[src/rtl/dispatch_mc_pkg.sv]
// Shared states, AEG map, exception bit positions and helpers for the
// multi-unit CAEP dispatcher.
package dispatch_mc_pkg;

    typedef enum logic [1:0] {
        IDLE  = 2'd0,
        RESET = 2'd1,
        START = 2'd2,
        BUSY  = 2'd3
    } state_e;

    localparam logic [17:0] AEG_QBASE = 18'd0;
    localparam logic [17:0] AEG_EXC   = 18'd1;
    localparam logic [17:0] AEG_PART  = 18'd2;
    localparam logic [17:0] AEG_CFG   = 18'd3;
    localparam logic [17:0] AEG_STAT  = 18'd4;
    localparam logic [17:0] AEG_MASK  = 18'd5;

    localparam int EXC_UNIMPL  = 0;
    localparam int EXC_BAD_IDX = 1;
    localparam int EXC_RO_WR   = 2;
    localparam int EXC_EMPTY   = 3;

    localparam logic [7:0] ABI = 8'h01;

    // Bits needed to hold values 0..n-1 (never less than one).
    function automatic int f_enc_bits(input int n);
        int bits;
        bits = 1;
        while ((1 << bits) < n) bits++;
        return bits;
    endfunction

endpackage

[src/rtl/dispatch_mc_if.sv]
// Host-side dispatch bus: CAEP instruction issue, AEG access and status back
// to the host. The host drives the master modport, the dispatcher the slave.
interface dispatch_mc_if;

    logic        disp_inst_vld;
    logic [4:0]  disp_inst;
    logic [17:0] disp_aeg_idx;
    logic        disp_aeg_rd;
    logic        disp_aeg_wr;
    logic [63:0] disp_aeg_wr_data;
    logic [17:0] disp_aeg_cnt;
    logic [15:0] disp_exception;
    logic [63:0] disp_rtn_data;
    logic        disp_rtn_data_vld;
    logic        disp_idle;
    logic        disp_stall;

    modport master (
        output disp_inst_vld, disp_inst, disp_aeg_idx, disp_aeg_rd, disp_aeg_wr,
               disp_aeg_wr_data,
        input  disp_aeg_cnt, disp_exception, disp_rtn_data, disp_rtn_data_vld,
               disp_idle, disp_stall
    );

    modport slave (
        input  disp_inst_vld, disp_inst, disp_aeg_idx, disp_aeg_rd, disp_aeg_wr,
               disp_aeg_wr_data,
        output disp_aeg_cnt, disp_exception, disp_rtn_data, disp_rtn_data_vld,
               disp_idle, disp_stall
    );

endinterface

[src/rtl/dispatch_aeg_file.sv]
// AEG register file: NA 64-bit registers with read-only decode, a one-cycle
// read pipe, sticky exception accumulation and bad-index/RO-write flags.
module dispatch_aeg_file
    import dispatch_mc_pkg::*;
#(
    parameter int FREQ = 0,
    parameter int PART = 0,
    parameter int NA   = 8,
    parameter int NU   = 4
) (
    input  logic          clk,
    input  logic          reset_n,
    input  logic [17:0]   aeg_idx,
    input  logic          aeg_rd,
    input  logic          aeg_wr,
    input  logic [63:0]   aeg_wr_data,
    input  logic [3:0]    num_ae,
    input  logic [NU-1:0] unit_busy,
    input  logic          st_idle,
    input  logic [15:0]   exc_in,
    output logic [63:0]   rtn_data,
    output logic          rtn_vld,
    output logic          bad_idx,
    output logic          ro_wr,
    output logic [NU-1:0] mask,
    output logic [47:0]   qbase
);

    localparam logic [63:0] MASK_ONES = {{(64 - NU){1'b0}}, {NU{1'b1}}};

    logic [63:0] regs_q [NA];
    logic [63:0] regs_d [NA];
    logic [63:0] rtn_data_q, rtn_data_d;
    logic        rtn_vld_q, rtn_vld_d;
    logic        bad_idx_q, bad_idx_d;
    logic        ro_wr_q, ro_wr_d;
    logic        in_range;
    logic        ro_hit;
    logic [63:0] rd_val;

    always_comb begin
        in_range = aeg_idx < 18'(NA);
        ro_hit   = (aeg_idx == AEG_PART) || (aeg_idx == AEG_CFG) || (aeg_idx == AEG_STAT);

        rd_val = 64'hdeadbeefdeadbeef;
        if (in_range) begin
            rd_val = '0;
            for (int i = 0; i < NA; i++)
                if (aeg_idx == 18'(i)) rd_val = regs_q[i];
            if (aeg_idx == AEG_PART) rd_val = 64'(PART);
            if (aeg_idx == AEG_CFG)  rd_val = {28'b0, num_ae, 16'(FREQ), ABI, 8'(NU)};
            if (aeg_idx == AEG_STAT) rd_val = {47'b0, 16'(unit_busy), st_idle};
        end

        // The sticky register ORs in the current exception pulses on top of any write.
        regs_d = regs_q;
        for (int i = 0; i < NA; i++) begin
            if (aeg_wr && !ro_hit && aeg_idx == 18'(i))
                regs_d[i] = (18'(i) == AEG_MASK) ? (aeg_wr_data & MASK_ONES) : aeg_wr_data;
            if (18'(i) == AEG_EXC)
                regs_d[i] = regs_d[i] | {48'b0, exc_in};
        end

        rtn_data_d = aeg_rd ? rd_val : '0;
        rtn_vld_d  = aeg_rd;
        bad_idx_d  = (aeg_rd || aeg_wr) && !in_range;
        ro_wr_d    = aeg_wr && ro_hit;
    end

    always_ff @(posedge clk or negedge reset_n) begin
        if (!reset_n) begin
            for (int i = 0; i < NA; i++)
                regs_q[i] <= (18'(i) == AEG_MASK) ? MASK_ONES : '0;
            rtn_data_q <= '0;
            rtn_vld_q  <= 1'b0;
            bad_idx_q  <= 1'b0;
            ro_wr_q    <= 1'b0;
        end else begin
            regs_q     <= regs_d;
            rtn_data_q <= rtn_data_d;
            rtn_vld_q  <= rtn_vld_d;
            bad_idx_q  <= bad_idx_d;
            ro_wr_q    <= ro_wr_d;
        end
    end

    assign rtn_data = rtn_data_q;
    assign rtn_vld  = rtn_vld_q;
    assign bad_idx  = bad_idx_q;
    assign ro_wr    = ro_wr_q;
    assign mask     = regs_q[int'(AEG_MASK)][NU-1:0];
    assign qbase    = regs_q[int'(AEG_QBASE)][47:0];

endmodule

[src/rtl/dispatch_mc.sv]
// Multi-unit CAEP dispatcher: decodes caep0/caep1, serves the AEG file and
// launches the enabled personality units as a group through RESET/START/BUSY.
module dispatch_mc
    import dispatch_mc_pkg::*;
#(
    parameter int FREQ    = 0,
    parameter int PART    = 0,
    parameter int NA      = 8,
    parameter int NU      = 4,
    parameter int RST_CYC = 3,
    parameter int IDL_CYC = 3
) (
    input  logic          clk,
    input  logic          reset_n,
    dispatch_mc_if.slave  disp,
    input  logic [3:0]    num_ae,
    output logic [47:0]   ctlQueBase,
    output logic [NU-1:0] unit_start,
    output logic [NU-1:0] unit_reset,
    input  logic [NU-1:0] unit_busy
);

    localparam int MAX_CYC = (RST_CYC > IDL_CYC) ? RST_CYC : IDL_CYC;
    localparam int CW      = f_enc_bits(MAX_CYC + 1);
    localparam logic [CW-1:0] RST_LD = CW'(RST_CYC);
    localparam logic [CW-1:0] IDL_LD = CW'(IDL_CYC);
    localparam logic [CW-1:0] ONE    = CW'(1);

    state_e        state_q, state_d;
    logic [CW-1:0] cnt_q, cnt_d;
    logic [NU-1:0] lmask_q, lmask_d;
    logic          caep1_q, caep1_d;
    logic [NU-1:0] start_q, start_d;
    logic [NU-1:0] ureset_q, ureset_d;
    logic          idle_q, idle_d;
    logic          unimpl_q, unimpl_d;
    logic          empty_q, empty_d;

    logic [63:0]   rtn_data;
    logic          rtn_vld;
    logic          bad_idx;
    logic          ro_wr;
    logic [NU-1:0] aeg_mask;
    logic [15:0]   exc;
    logic          caep_op;
    logic          kick;

    dispatch_aeg_file #(
        .FREQ (FREQ),
        .PART (PART),
        .NA   (NA),
        .NU   (NU)
    ) u_aeg (
        .clk         (clk),
        .reset_n     (reset_n),
        .aeg_idx     (disp.disp_aeg_idx),
        .aeg_rd      (disp.disp_aeg_rd),
        .aeg_wr      (disp.disp_aeg_wr),
        .aeg_wr_data (disp.disp_aeg_wr_data),
        .num_ae      (num_ae),
        .unit_busy   (unit_busy),
        .st_idle     (state_q == IDLE),
        .exc_in      (exc),
        .rtn_data    (rtn_data),
        .rtn_vld     (rtn_vld),
        .bad_idx     (bad_idx),
        .ro_wr       (ro_wr),
        .mask        (aeg_mask),
        .qbase       (ctlQueBase)
    );

    always_comb begin
        exc              = '0;
        exc[EXC_UNIMPL]  = unimpl_q;
        exc[EXC_BAD_IDX] = bad_idx;
        exc[EXC_RO_WR]   = ro_wr;
        exc[EXC_EMPTY]   = empty_q;

        caep_op = disp.disp_inst_vld && (disp.disp_inst <= 5'd1);
        kick    = caep_op && (|aeg_mask);

        state_d = state_q;
        cnt_d   = cnt_q;
        lmask_d = lmask_q;
        caep1_d = caep1_q;
        start_d = '0;

        // Counters load N and leave the state after exactly N cycles in it.
        case (state_q)
            IDLE: begin
                if (kick) begin
                    state_d = RESET;
                    cnt_d   = RST_LD;
                    lmask_d = aeg_mask;
                    caep1_d = disp.disp_inst[0];
                end
            end
            RESET: begin
                if (cnt_q == ONE) begin
                    state_d = START;
                    cnt_d   = RST_LD;
                    start_d = lmask_q;
                end else begin
                    cnt_d = cnt_q - ONE;
                end
            end
            START: begin
                if (cnt_q == ONE) begin
                    state_d = BUSY;
                    cnt_d   = IDL_LD;
                end else begin
                    cnt_d = cnt_q - ONE;
                end
            end
            BUSY: begin
                if (|(unit_busy & lmask_q)) cnt_d = IDL_LD;
                else if (cnt_q == ONE)      state_d = IDLE;
                else                        cnt_d = cnt_q - ONE;
            end
            default: state_d = IDLE;
        endcase

        idle_d   = (state_d == IDLE);
        ureset_d = (state_d == IDLE || state_d == RESET) ? '1 : ~lmask_d;
        unimpl_d = disp.disp_inst_vld && (disp.disp_inst > 5'd1);
        empty_d  = caep_op && !(|aeg_mask);
    end

    always_ff @(posedge clk or negedge reset_n) begin
        if (!reset_n) begin
            state_q  <= IDLE;
            cnt_q    <= '0;
            lmask_q  <= '0;
            caep1_q  <= 1'b0;
            start_q  <= '0;
            ureset_q <= '1;
            idle_q   <= 1'b1;
            unimpl_q <= 1'b0;
            empty_q  <= 1'b0;
        end else begin
            state_q  <= state_d;
            cnt_q    <= cnt_d;
            lmask_q  <= lmask_d;
            caep1_q  <= caep1_d;
            start_q  <= start_d;
            ureset_q <= ureset_d;
            idle_q   <= idle_d;
            unimpl_q <= unimpl_d;
            empty_q  <= empty_d;
        end
    end

    // caep1_d already reflects a caep1 kick this cycle, so its launch never stalls.
    assign disp.disp_stall        = !caep1_d && (!idle_q || kick);
    assign disp.disp_aeg_cnt      = 18'(NA);
    assign disp.disp_exception    = exc;
    assign disp.disp_rtn_data     = rtn_data;
    assign disp.disp_rtn_data_vld = rtn_vld;
    assign disp.disp_idle         = idle_q;
    assign unit_start             = start_q;
    assign unit_reset             = ureset_q;

endmodule

[src/flat_wrapper.sv]
// flat-port wrapper written by rule: the top's interface ports become plain ports
module dispatch_mc_flat import dispatch_mc_pkg::*;
#(
    parameter int FREQ    = 0,
    parameter int PART    = 0,
    parameter int NA      = 8,
    parameter int NU      = 4,
    parameter int RST_CYC = 3,
    parameter int IDL_CYC = 3
)
  (clk, reset_n, num_ae, ctlQueBase, unit_start, unit_reset, unit_busy, disp_disp_inst_vld, disp_disp_inst, disp_disp_aeg_idx, disp_disp_aeg_rd, disp_disp_aeg_wr, disp_disp_aeg_wr_data, disp_disp_aeg_cnt, disp_disp_exception, disp_disp_rtn_data, disp_disp_rtn_data_vld, disp_disp_idle, disp_disp_stall);
  dispatch_mc_if disp_i ();
  input  logic clk;
  input  logic reset_n;
  input  logic [3:0] num_ae;
  output logic [47:0] ctlQueBase;
  output logic [NU-1:0] unit_start;
  output logic [NU-1:0] unit_reset;
  input  logic [NU-1:0] unit_busy;
  input wire logic [$bits(disp_i.disp_inst_vld)-1:0] disp_disp_inst_vld;
  input wire logic [$bits(disp_i.disp_inst)-1:0] disp_disp_inst;
  input wire logic [$bits(disp_i.disp_aeg_idx)-1:0] disp_disp_aeg_idx;
  input wire logic [$bits(disp_i.disp_aeg_rd)-1:0] disp_disp_aeg_rd;
  input wire logic [$bits(disp_i.disp_aeg_wr)-1:0] disp_disp_aeg_wr;
  input wire logic [$bits(disp_i.disp_aeg_wr_data)-1:0] disp_disp_aeg_wr_data;
  output wire logic [$bits(disp_i.disp_aeg_cnt)-1:0] disp_disp_aeg_cnt;
  output wire logic [$bits(disp_i.disp_exception)-1:0] disp_disp_exception;
  output wire logic [$bits(disp_i.disp_rtn_data)-1:0] disp_disp_rtn_data;
  output wire logic [$bits(disp_i.disp_rtn_data_vld)-1:0] disp_disp_rtn_data_vld;
  output wire logic [$bits(disp_i.disp_idle)-1:0] disp_disp_idle;
  output wire logic [$bits(disp_i.disp_stall)-1:0] disp_disp_stall;
  assign disp_i.disp_inst_vld = disp_disp_inst_vld;
  assign disp_i.disp_inst = disp_disp_inst;
  assign disp_i.disp_aeg_idx = disp_disp_aeg_idx;
  assign disp_i.disp_aeg_rd = disp_disp_aeg_rd;
  assign disp_i.disp_aeg_wr = disp_disp_aeg_wr;
  assign disp_i.disp_aeg_wr_data = disp_disp_aeg_wr_data;
  assign disp_disp_aeg_cnt = disp_i.disp_aeg_cnt;
  assign disp_disp_exception = disp_i.disp_exception;
  assign disp_disp_rtn_data = disp_i.disp_rtn_data;
  assign disp_disp_rtn_data_vld = disp_i.disp_rtn_data_vld;
  assign disp_disp_idle = disp_i.disp_idle;
  assign disp_disp_stall = disp_i.disp_stall;
  dispatch_mc #(.FREQ(FREQ), .PART(PART), .NA(NA), .NU(NU), .RST_CYC(RST_CYC), .IDL_CYC(IDL_CYC)) u_core (.clk(clk), .reset_n(reset_n), .disp(disp_i), .num_ae(num_ae), .ctlQueBase(ctlQueBase), .unit_start(unit_start), .unit_reset(unit_reset), .unit_busy(unit_busy));
endmodule
[config.mk]
export PLATFORM = sky130hd
export DESIGN_NAME = dispatch_mc_flat
export DESIGN_NICKNAME = d
export VERILOG_FILES = /design/src/rtl/dispatch_mc_pkg.sv /design/src/rtl/dispatch_mc_if.sv /design/src/rtl/dispatch_aeg_file.sv /design/src/rtl/dispatch_mc.sv /design/src/flat_wrapper.sv
export SDC_FILE = /design/constraint.sdc
export NUM_CORES = 1
export LEC_CHECK = 0
export CAP_MARGIN = 20
export CORE_UTILIZATION = 40
export CTS_CLUSTER_DIAMETER = 60
export CTS_CLUSTER_SIZE = 10
export DETAILED_ROUTE_END_ITERATION = 7
export RECOVER_POWER = 50
export SLEW_MARGIN = 5
export SYNTH_ARGS = -nofsm -noshare
export SYNTH_HDL_FRONTEND = slang
export SYNTH_HIERARCHICAL = 1
export SYNTH_SLANG_ARGS = --single-unit
[constraint.sdc]
create_clock -name clk -period 3.95 [get_ports clk]
set_clock_uncertainty 0.1 [all_clocks]
set_input_delay 0.395 -clock clk [delete_from_list [all_inputs] [get_ports clk]]
set_output_delay 0.395 -clock clk [all_outputs]
set_load 0.05 [all_outputs]
# After elaboration in Yosys (flattened, before gate mapping)
# Cells that the tools add are included.
[op_classes]
add_sub_neg = 1
order_cmp = 3
eq_ne = 14
mux = 29
n_bitwise = 3
n_reduce_logical = 30
[ops]
columns = ["cell", "count"]
rows = [
  ["64-bit 2-to-1 mux", 11],
  ["18-bit by 3-bit equality test with 1-bit output (second input constant)", 4],
  ["64-bit by 4-bit bitwise OR with 64-bit output", 1],
  ["18-bit by 2-bit equality test with 1-bit output (second input constant)", 2],
  ["4-bit 2-to-1 mux", 5],
  ["18-bit by 1-bit equality test with 1-bit output (second input constant)", 1],
  ["18-bit logical NOT", 1],
  ["18-bit by 4-bit < comparator with 1-bit output (second input constant)", 1],
  ["2-bit 2-to-1 mux", 9],
  ["1-bit logical AND", 13],
  ["2-bit one-hot mux with 4 select lines", 1],
  ["4-bit OR reduction", 2],
  ["2-bit by 1-bit equality test with 1-bit output (second input constant)", 3],
  ["2-bit one-hot mux with 3 select lines", 1],
  ["5-bit by 1-bit > comparator with 1-bit output (second input constant)", 1],
  ["5-bit by 1-bit less-or-equal comparator with 1-bit output (second input constant)", 1],
  ["1-bit logical NOT", 5],
  ["1-bit logical OR", 5],
  ["4-bit AND", 1],
  ["2-bit equality test (second input constant)", 2],
  ["2-bit logical NOT", 2],
  ["4-bit NOT", 1],
  ["3-bit inequality test (second input constant)", 1],
  ["1-bit 2-to-1 mux", 2],
  ["other kinds (4)", 4],
]
[word_totals]
register_bits = 347
input_bits = 100
output_inout_bits = 157
elab_cells = 98

# Logic depth before layout (Yosys ltp)
[depth]
ltp_word = 11
depth_mapped = 8
ltp_nobuf = 6

# By module
# The synthesis kept the hierarchy.
[by_module_without_submodules]
columns = ["module", "instances", "cells_per_inst", "area_per_inst_um2", "seq_area_each_um2"]
rows = [
  ["dispatch_aeg_file", 1, 1098, 14372.5, 8187.9],
  ["dispatch_mc", 1, 117, 1288.7, 506.7],
]

# Worst setup path after synthesis
# No wires, ideal clock.
[synth_timing]
path_kind = "register to output"
startpoint = "register u_core.u_aeg.regs_q, in the netlist u_core/u_aeg/mask[0]"
endpoint = "output port disp_disp_stall"
arrival_time_ps = 2086
required_ps = 3455
path_slack_ps = 1369
path_stages_with_launch = 5
n_path_buf = 1
cell_sequence = "dfstp_2 -> buf_4 -> or4_4 -> nand4_4 -> mux2i_1"
[synth_via]
elab_chain_cells = 6
elab_cells_between_ends = 7
cone_classes = "mux: 2; reduce/logical: 5"
[synth_lines]
columns = ["element", "line", "rtl"]
rows = [
  ["start: declaration", "dispatch_aeg_file.sv:31", "logic [63:0] regs_q [NA];"],
  ["start signal: indexed assignment", "dispatch_aeg_file.sv:73", "regs_q[i] <= (18'(i) == AEG_MASK) ? MASK_ONES : '0;"],
  ["start signal: assignment", "dispatch_aeg_file.sv:79", "regs_q <= regs_d;"],
  ["4-bit OR reduction (*)", "dispatch_mc.sv:80", "kick = caep_op && (|aeg_mask);"],
  ["1-bit logical AND (*)", "dispatch_mc.sv:80", ""],
  ["1-bit 2-to-1 mux", "dispatch_mc.sv:91", "if (kick) begin"],
  ["1-bit 2-to-1 mux", "dispatch_mc.sv:89", "case (state_q)"],
  ["1-bit logical NOT", "dispatch_mc.sv:154", "assign disp.disp_stall = !caep1_d && (!idle_q || kick);"],
  ["1-bit logical AND (*)", "dispatch_mc.sv:154", ""],
  ["end: declaration", "flat_wrapper.sv:31", "output wire logic [$bits(disp_i.disp_stall)-1:0] disp_disp_stall;"],
]
# Every way passes the cells marked *; elsewhere a longest branch is shown, timed or not.

# Worst setup path in the final report
# Ends and elaborated chain as after synthesis.

==> impl_metrics.env <==
export IMPL_outcome="finished, violations left"
export IMPL_violations="DRC, capacitance limit, slew limit"
export IMPL_postCtsHoldBufs=1
export IMPL_cp_max_fo=7
export IMPL_grt_first_pass_wirelength_um=63000
export IMPL_antenna_found_initial=0
export IMPL_chipWidth_um=200
export IMPL_cts_setup_buffers=0
export IMPL_row_count=72
export IMPL_comb_power_share_pct=8.7
export IMPL_intPower_mw=5.72
export IMPL_r2r_cells=6
export IMPL_portBuffers=226
export IMPL_p_total_mw=7.52
export IMPL_fmax_mhz=287
export IMPL_yosys_warnings=6
export IMPL_final_nets=1501
export IMPL_final_antenna_net_count=0
export IMPL_cts_tree="done"
export IMPL_dieArea_um2=39900
export IMPL_cp_required_ns=3.45
export IMPL_syn_area_um2=15700
export IMPL_cts_buffers_inserted=41
export IMPL_place_hpwl_um=24700
export IMPL_final_cells=1925
export IMPL_p_leak_nw=8.97
export IMPL_syn_to_final_growth_pct=21.4
export IMPL_power_switching_share_pct=23.9
export IMPL_postRouteWirelength_um=39900
export IMPL_seq_area_um2=8690
export IMPL_period_share_pct=88.1
export IMPL_final_setup_viol_count=0
export IMPL_worstSkewPairLatency_ns=0.52
export IMPL_clkPwrFrac_pct=43.5
export IMPL_setup_tns_ns=0
export IMPL_path_class="register to primary output"
export IMPL_r2r_start="u_core/cnt_q[1]"
export IMPL_cts_sink_count=347
export IMPL_power_switching_mw=1.80
export IMPL_reg2reg_to="u_core/disp.disp_idle"
export IMPL_slew_headroom_pct=-102
export IMPL_htreeDepth=2
export IMPL_synth_seq_cells=347
export IMPL_synth_top_area_share_pct=54.0
export IMPL_whs_ns=0.344
export IMPL_drc=1
export IMPL_grt_pass1_vias=11000
export IMPL_die_h_um=200
export IMPL_vias=10300
export IMPL_tightestPinTransition_ns=3.03
export IMPL_crit_path_start_kind="register"
export IMPL_fin_crit_ns=3.48
export IMPL_start_util_pct=40.5
export IMPL_path_clk_slew_ns=0.06
export IMPL_cts_path_max_buffers=3
export IMPL_hp_class="register to register"
export IMPL_drtPass1Iterations=7
export IMPL_ys_types=64
export IMPL_grt_use_total_pct=20.5
export IMPL_viasPerCell=5.36
export IMPL_synth_ff_type="dfrtp_1"
export IMPL_gr_total_overflow=0
export IMPL_rsz0062_at_grt="no"
export IMPL_drive_above_1_share_pct=22.2
export IMPL_synth_area_per_cell_um2=12.9
export IMPL_vdd_drop_max_uv=285
export IMPL_fillers=3461
export IMPL_reg2reg_slack_ns=1.77
export IMPL_grt_max_degree=121
export IMPL_synth_async_reset_ratio_pct=100
export IMPL_wl_per_cell_um=20.7
export IMPL_io_pins=257
export IMPL_clock_root_buffer="clkbuf_16"
export IMPL_power_density_nw_per_um2=395
export IMPL_syn_inst=1215
export IMPL_drtIter0Drc=518
export IMPL_synth_edff_count=0
export IMPL_arrival_ns=2.99
export IMPL_gp_congestion=0.778
export IMPL_synth_area_leaders="dfrtp_1, mux2_2, a221oi_1, buf_4, mux2_1"
export IMPL_seq_power_share_pct=47.9
export IMPL_hold_depth=1
export IMPL_ys_seq_area_share_pct=55.5
export IMPL_synth_top_cell_by_area="dfrtp_1"
export IMPL_core_area_um2=38600
export IMPL_hold_start="u_core/lmask_q[1]"
export IMPL_slew_viol_final=150
export IMPL_max_cap_viol_count=3
export IMPL_place_inst=1868
export IMPL_finalHoldViolations=0
export IMPL_diodes=0
export IMPL_holdPathEnd="u_core/unit_reset[1]"
export IMPL_ctsResizeCount=0
export IMPL_multiInputGateArea_um2=6030
export IMPL_end_kind="primary output"
export IMPL_crit_start="u_core/u_aeg/mask[0]"
## state kept, by name, indices dropped and copies added (netlist names)
signal,flops
u_core/u_aeg/bad_idx,1
u_core/u_aeg/regs_q,208
u_core/cnt_q,2
u_core/u_aeg/rtn_data,64
u_core/unimpl_q,1
u_core/empty_q,1
u_core/lmask_q,4
u_core/u_aeg/ro_wr,1
u_core/u_aeg/mask,4
u_core/unit_start,4
u_core/u_aeg/qbase,48
u_core/unit_reset,4
u_core/u_aeg/rtn_vld,1
u_core/state_q,2
u_core/caep1_q,1
u_core/disp.disp_idle,1
## cells in the final DEF, fill, tap and decap left out, types with 7 or more instances in the layout
cell and count:
dfrtp_1 338, mux2_2 209, clkdlybuf4s50_1 182, nor2_1 86, a221oi_1 80, conb_1 54
dlygate4sd3_1 42, o21a_1 42, clkbuf_16 41, mux2_1 31, o21ai_0 21, buf_4 21
mux2i_1 20, a22oi_1 20, a21oi_1 19, nand2_1 17, clkbuf_1 16, nor3b_1 15
nor3_1 14, mux2_4 10, inv_1 9, dfstp_2 8, and3_1 7, ha_1 7
o22ai_1 7
## per-layer routing
layer	wire, um	vias up	share of wire [%]	GRT usage, %
met1	17100	5352	43	26.6
met5	0	-	0	0
met4	662	0	1.7	4.86
li1	-	4654	-	-
met3	2090	42	5.2	4.15
met2	20000	270	50	35.0
## worst max path at each step
stage          slack, ns  cells after the start                         to
3_3_place_gp        0.72                      6  u_core/u_aeg/rtn_data[14]
5_1_grt             0.38                      4            disp_disp_stall
6_report            0.47                      4            disp_disp_stall
2_1_floorplan       1.37                      4            disp_disp_stall
3_5_place_dp        0.68                      6  u_core/u_aeg/rtn_data[17]
4_1_cts             0.70                      4            disp_disp_stall
## power groups by stage
stage                     sequential [mW]  combinational, mW  clock, mW
final                                3.60              0.651       3.27
after global routing                 3.60              0.706       3.51
after CTS                            3.60              0.672       3.38
after detailed placement             3.66              0.668          0
after global placement               3.66              0.665          0
after floorplan                      3.75              0.254          0
## synthesized netlist by cell type (2+ instances only)
library cell	instances
conb_1	2
buf_2	13
ha_1	7
a22o_1	2
nand3_4	2
a32o_1	4
a22o_2	2
nor3_1	15
mux2_4	10
nor4_1	4
dfrtp_1	338
o21ai_0	21
or4_1	4
o21a_1	42
dfstp_2	9
a221oi_1	80
clkbuf_1	59
nor4_4	2
nand2b_1	6
a22oi_1	20
buf_1	2
a211oi_1	4
nand2_1	17
buf_6	12
mux2_1	31
o31a_1	4
o31ai_1	4
buf_4	87
nor2b_1	6
inv_1	9
a21oi_1	19
o22ai_1	7
a31oi_1	5
nor3b_1	15
and3_1	7
nor2_1	87
mux2i_1	20
mux2_2	209
nand3_1	3
## critical path, cell delays in order (launching register included)
cell             delay [ns]
dfstp_1                0.39
or4_1                  0.64
nand4_1                0.38
mux2i_1                0.23
clkdlybuf4s50_1        0.83
## through the flow
stage	utilization, %	setup slack, ns	instance area, um2
floorplan	-	1.37	15900
global placement	46.6	0.722	18000
detailed placement	46.6	0.682	18000
CTS	49.5	0.704	19100
global route	49.2	0.378	19000
finish	49.2	0.469	19000
## logic make-up (layout without fill, tap and decap cells)
group | Yosys count | after routing | synth area share (%)
fa+ha+maj | 7 | 7 | 0.559
compound gates | 227 | 227 | 11.2
xor+xnor | 1 | 1 | 0.0559
other cells | 2 | 54 | 0.0480
flops | 347 | 347 | 55.5
mux | 270 | 270 | 19.5
buf+inv | 183 | 323 | 7.15
simple gates | 178 | 178 | 6.00
## final cells by class
type,count,share of cell area (%)
well taps,518,3.41
clock buffers,55,5.83
inverters,10,0.197
repair buffers,257,13.1
multi-input cells,737,31.7
flip-flops and latches,347,45.7
clock inverters,1,0.0263
Note: power is estimated with default switching activity, not from simulation.
